`config.mk`:
```
export PLATFORM = sky130hd
export DESIGN_NAME = key_conditioner
export DESIGN_NICKNAME = d
export VERILOG_FILES = /design/src/rtl/key_conditioner.sv
export SDC_FILE = /design/constraint.sdc
export NUM_CORES = 1
export LEC_CHECK = 0
export CORE_ASPECT_RATIO = 1.75
export CORE_UTILIZATION = 30
export CTS_CLUSTER_SIZE = 10
export DETAILED_ROUTE_END_ITERATION = 16
export GPL_TIMING_DRIVEN = 0
export PLACE_DENSITY = 0.53
export SLEW_MARGIN = 25
export SYNTH_ARGS = -nofsm -noshare
export SYNTH_HDL_FRONTEND = slang
export SYNTH_SLANG_ARGS = --single-unit
export TNS_END_PERCENT = 5
```
`constraint.sdc`:
```
create_clock -name clk -period 2.24 [get_ports clk]
set_input_delay 0.448 -clock clk [delete_from_list [all_inputs] [get_ports clk]]
set_output_delay 0.448 -clock clk [all_outputs]
set_load 0.01 [all_outputs]
```
`src/rtl/key_conditioner.sv`:
```
// key_conditioner: per-key two-flop synchroniser, debounce counter and one-cycle press pulse.
// Optional collision filter is compiled in by defining KEY_CONDITIONER_COLLISION_EN.
module key_conditioner #(
  parameter int WIDTH           = 4,
  parameter int DEBOUNCE_CYCLES = 4
) (
  input  logic             clk,
  input  logic             reset,
  input  logic [WIDTH-1:0] keys_raw,
  output logic [WIDTH-1:0] keys,
  output logic [WIDTH-1:0] held,
  output logic             collision
);

  localparam int               CNT_W    = $clog2(DEBOUNCE_CYCLES + 1);
  localparam logic [CNT_W-1:0] CNT_LAST = CNT_W'(DEBOUNCE_CYCLES - 1);

  logic [WIDTH-1:0] r_sync1_p0;
  logic [WIDTH-1:0] r_sync2_p1;
  logic [WIDTH-1:0] r_held_p2;
  logic [CNT_W-1:0] r_cnt_p2 [WIDTH];
  logic [WIDTH-1:0] r_keys_p3;
  logic             r_collision_p3;

  logic [CNT_W-1:0] w_cnt_nxt [WIDTH];
  logic [WIDTH-1:0] w_held_nxt;
  logic [WIDTH-1:0] w_rise;
  logic [WIDTH-1:0] w_keys_nxt;
  logic             w_collision_nxt;

  // Stage p0/p1: two-flop synchroniser for the asynchronous button levels
  always_ff @(posedge clk or negedge reset) begin
    if (!reset) begin
      r_sync1_p0 <= '0;
      r_sync2_p1 <= '0;
    end else begin
      r_sync1_p0 <= keys_raw;
      r_sync2_p1 <= r_sync1_p0;
    end
  end

  // Stage p2: debounce; any return to the held level restarts the count
  always_comb begin
    for (int i = 0; i < WIDTH; i++) begin
      w_held_nxt[i] = r_held_p2[i];
      w_cnt_nxt[i]  = '0;
      if (r_sync2_p1[i] != r_held_p2[i]) begin
        if (r_cnt_p2[i] == CNT_LAST) begin
          w_held_nxt[i] = ~r_held_p2[i];
        end else begin
          w_cnt_nxt[i] = r_cnt_p2[i] + 1'b1;
        end
      end
    end
  end

  always_ff @(posedge clk or negedge reset) begin
    if (!reset) begin
      r_held_p2 <= '0;
      for (int i = 0; i < WIDTH; i++) begin
        r_cnt_p2[i] <= '0;
      end
    end else begin
      r_held_p2 <= w_held_nxt;
      for (int i = 0; i < WIDTH; i++) begin
        r_cnt_p2[i] <= w_cnt_nxt[i];
      end
    end
  end

  // Stage p3: press pulse registered on the same edge that raises held
  assign w_rise = w_held_nxt & ~r_held_p2;

`ifdef KEY_CONDITIONER_COLLISION_EN
  logic [WIDTH-1:0] w_others;

  always_comb begin
    for (int i = 0; i < WIDTH; i++) begin
      w_others[i] = |(w_held_nxt & ~(WIDTH'(1) << i));
    end
  end

  assign w_keys_nxt      = w_rise & ~w_others;
  assign w_collision_nxt = |(w_rise & w_others);
`else
  assign w_keys_nxt      = w_rise;
  assign w_collision_nxt = 1'b0;
`endif

  always_ff @(posedge clk or negedge reset) begin
    if (!reset) begin
      r_keys_p3      <= '0;
      r_collision_p3 <= 1'b0;
    end else begin
      r_keys_p3      <= w_keys_nxt;
      r_collision_p3 <= w_collision_nxt;
    end
  end

  assign keys      = r_keys_p3;
  assign held      = r_held_p2;
  assign collision = r_collision_p3;

endmodule

```
Word level (Yosys, flattened, before mapping)
Index checks and enable logic that the tools add are counted.
{"block": "word_totals", "input_bits": 6, "reg_bits": 28}
{"block": "op_classes", "eq_ne": 8, "n_mux": 16, "add_sub_neg": 4, "bitwise_logic": 6}
{"operator": "$mux W3", "count": 8}
{"operator": "$add A3 B1 Y3 const B", "count": 4}
{"operator": "$eq A3 B2 Y1 const B", "count": 4}
{"operator": "$mux W1", "count": 8}
{"operator": "$and A4 B4 Y4", "count": 1}
{"operator": "$ne A1 B1 Y1", "count": 4}
{"operator": "$not A1 Y1", "count": 4}
{"operator": "$not A4 Y4", "count": 1}

Depth between registers and ports, before layout
{"block": "depth", "depth_word": 4, "mapped_depth": 3, "mapped_depth_nobuf": 3}

Worst setup path after synthesis
No wires, ideal clock.
{"block": "synth_path", "path_kind": "reg-to-reg", "startpoint": "register r_cnt_p2[9] (netlist name)", "endpoint": "register r_held_p2[0], in the netlist held[0]", "stages_incl_launch_ff": 4, "t_arrival_ns": 0.996, "setup_ns": 0.128, "slack_ns": 1.117, "cell_sequence": "dfrtp_1 ha_1 nor2b_4 mux2_1"}
{"block": "synth_via", "elab_chain_cells": 3}
{"element": "start: declaration", "line": "21", "rtl": "logic [CNT_W-1:0] r_cnt_p2 [WIDTH];"}
{"element": "start signal: indexed assignment", "line": "66", "rtl": "r_cnt_p2[i] <= w_cnt_nxt[i];"}
{"element": "$eq A3 B2 Y1", "line": "48", "rtl": "if (r_cnt_p2[i] == CNT_LAST) begin"}
{"element": "$mux W1", "line": "48"}
{"element": "$mux W1", "line": "47", "rtl": "if (r_sync2_p1[i] != r_held_p2[i]) begin"}
{"element": "net w_held_nxt[0]", "line": "26", "rtl": "logic [WIDTH-1:0] w_held_nxt;"}
{"element": "end signal: assignment", "line": "64", "rtl": "r_held_p2 <= w_held_nxt;"}
{"element": "end: declaration", "line": "20", "rtl": "logic [WIDTH-1:0] r_held_p2;"}
The timed path passes the listed nets, and every way through them passes these cells.

Worst setup path after layout
{"block": "layout_path", "startpoint": "register r_held_p2[2], in the netlist held[2]", "endpoint": "output held[2]"}
{"element": "end: declaration", "line": "11", "rtl": "output logic [WIDTH-1:0] held,"}
No word-level cell between the ends.

==> flow_summary.yaml <==
sta:
  fin_crit_ns: 1.69
  fin_skew_ns: 0.00214
  fin_tns_setup_ns: 0
  rsz0062_at_grt: "no"
  post-route-period-util: 0.753
  slew_viol_final: 0
  finalHoldViolations: 0
  slew_headroom: 0.601
  clock.fmax_ghz: 0.593
  setup_viol: 0
  whs_ns: 0.180
  tightest_slew_ns: 0.598
clock_network:
  h-tree-depth: 1
  cts_setup_buffers: 0
  insertion_delay_ns: 0.26
  cts_tree: "done"
  cts_buffers: 3
  cts_root_buffer: "clkbuf_8"
  cts_num_sinks: 28
  clockBufferDepth: 2
  cts.clk_slew.worst_paths_ns: 0.09
  cts_resized: 0
  postCtsHoldBufs: 0
drt:
  drcViolationCount: 0
  drt-met1-wl_microns: 524
  drt_iter0_markers: 0
  via_per_inst: 4.27
  via_count: 530
  met3_length_microns: 57
  top_layer: "met4"
  drt_pass1_iterations: 1
  met2WireLength_microns: 752
  antenna_left: 0
  routed_wl_microns: 1380
  wire_per_inst_microns: 11.1
power:
  cellInternalPower_mw: 0.997
  p_leak_nw: 0.581
  switching_power_mw: 0.362
  clock_power_share: 0.216
  switching_share: 0.266
  peakVddDrop_mv: 0.389
  powerDensity_nw_per_um2: 1060
  combPwrFrac: 0.282
  p_seq_frac: 0.502
hold_path:
  hold_path_class: "input port to asynchronous set/reset pin"
setup_path:
  start_kind: "register"
  cpPeakStageDelay_ns: 0.56
  crit_path_top_delay_cell: "clkdlybuf4s50_1"
  worst-path-stages: 1
  critPathMaxFanout: 4
  endpoint_kind: "output pin"
  path_class: "register to output pin"
  cp_cell_sequence: "clkdlybuf4s50_1"
  cpLargestDelayFamily: "buffers and inverters"
  cp.required_ns: 1.79
  crit_buf_inv: 1
  reg2reg_depth: 3
  worstPathArrival_ns: 1.24
global_routing:
  grt_pass1_wl_microns: 2440
  grt.total_usage: 0.0930
  antenna_found_initial: 0
  grt_max_degree: 29
  grt_pass1_vias: 579
  overflow: 0
logic_synthesis:
  yosysMostFrequentCell: "dfrtp_1"
  ys_ff_latch: 28
  synth_warnings: 0
  ys_top_cells_by_count: "dfrtp_1 (28), nor3b_1 (6), ha_1 (4), nor3b_2 (4), xnor2_1 (4)"
  syn_inst: 62
  synth.distinct_cells: 14
  ys.flop_type: "dfrtp_1"
  synth_area_sq_um: 1050
  synth_top_family_by_area: "simple AND/OR/NAND/NOR gates"
  synth-compound-area-share: 0
  synth_edf_count: 0
  synth-async-reset-ratio: 1.00
  synth_xor_area_frac: 0.0335
  synth_area_leader_cell: "dfrtp_1"
  synth_mux_area_frac: 0.0502
  synthTopCellsByArea: "dfrtp_1 (67%), ha_1 (4.8%), nor3b_2 (4.8%)"
  synth_top_area_frac: 0.669
  yosys.area_share.simple: 0.189
  synth.net_count: 72
  synthAdderAreaFrac: 0.0478
  syn_avg_cell_area_sq_um: 16.9
  synth-seq-area-share: 0.669
placed_design:
  port_buffers: 13
  dp_hpwl_microns: 1060
  place.gp.congestion: 0.676
finish:
  register_area_sq_um: 701
  nNetsFinal: 90
  drive_gt1_frac: 0.228
  n_fill_cell: 333
  diodes: 0
  multi_input_area_sq_um: 339
  areaGrowthSynthToFinish_pct: 22.6
outcome:
  status: "complete, no violations"
flow_run:
  drv_cap: 0
floorplan:
  ios: 15
  num_rows: 28
  fp.dieW_microns: 46.7
  die_h_microns: 80.2
  core-area_sq_um: 3360
  die_area_sq_um: 3740
  start_util: 0.311
==> per-layer routing <==
layer / up-vias / global-route usage
met5: - / 0
met4: 0 / 0.0686
met3: 4 / 0.0202
met2: 11 / 0.157
met1: 275 / 0.0932
li1: 240 / -
==> through the flow <==
stage / setup slack [ns] / area [sq um] / instances / power (mW) / utilization
after floorplan: 1.12 / 1050 / 62 / 0.929 / -
after global placement: 0.343 / 1230 / 120 / 1.06 / 0.367
after detailed placement: 0.847 / 1230 / 120 / 1.09 / 0.365
after CTS: 0.539 / 1280 / 124 / 1.39 / 0.382
after global routing: 0.491 / 1280 / 124 / 1.45 / 0.382
final: 0.554 / 1280 / 124 / 1.36 / 0.382
==> area by class of cell <==
cell class                 instances  share of cell area
tap                               45              0.0439
multi-input combinational         33               0.264
clock buffer                       4              0.0429
timing repair buffer              13              0.0975
buffer                             1             0.00585
sequential                        28               0.546
==> layout by cell type, fill, tap and decap left out, types with 4 or more instances in the layout <==
cell | netlist | routed
clkdlybuf4s50_1 | 0 | 12
clkbuf_8 | 0 | 4
dfrtp_1 | 28 | 28
nor3b_1 | 6 | 6
nor3b_2 | 4 | 4
xnor2_1 | 4 | 4
ha_1 | 4 | 4
==> sequential cells by signal (all words and copies together), names as in the netlist <==
register and cells:
r_sync2_p1 4, r_sync1_p0 4, keys 4, held 4
r_cnt_p2 12
==> worst reg2reg max path: stages, from the launching register on <==
cell and delay [ns]:
dfrtp_1 0.37, ha_1 0.20, nor2b_4 0.20, mux2_1 0.33
==> cells by family (layout without fill, tap and decap cells) <==
kind of cell,after synthesis,count (layout)
adders and majority gates,4,4
DFF,28,28
and+or+nand+nor,20,20
muxes,4,4
buffers and inverters,1,18
other,1,1
xor gates and xnor gates,4,4
==> path summary, 6_finish.rpt <==
check / from / to / slack (ns)
min: reset / r_cnt_p2[1] / 0.18
max in group asynchronous: reset / r_sync2_p1[1] / 1.66
max: held[2] / held[2] / 0.55
max reg2reg: r_cnt_p2[0] / held[3] / 1.03
min reg2reg: r_sync1_p0[1] / r_sync2_p1[1] / 0.35
min in group clk: r_sync1_p0[1] / r_sync2_p1[1] / 0.35
==> power by group through the flow <==
| stage | logic, mW | registers, mW | clock network (mW) |
|---|---|---|---|
| 5_1_grt | 0.421 | 0.698 | 0.334 |
| 3_5_place_dp | 0.394 | 0.694 | 0 |
| 6_report | 0.383 | 0.682 | 0.294 |
| 2_1_floorplan | 0.229 | 0.701 | 0 |
| 4_1_cts | 0.392 | 0.684 | 0.311 |
| 3_3_place_gp | 0.374 | 0.686 | 0 |
Power figures use the tool's default switching activity.
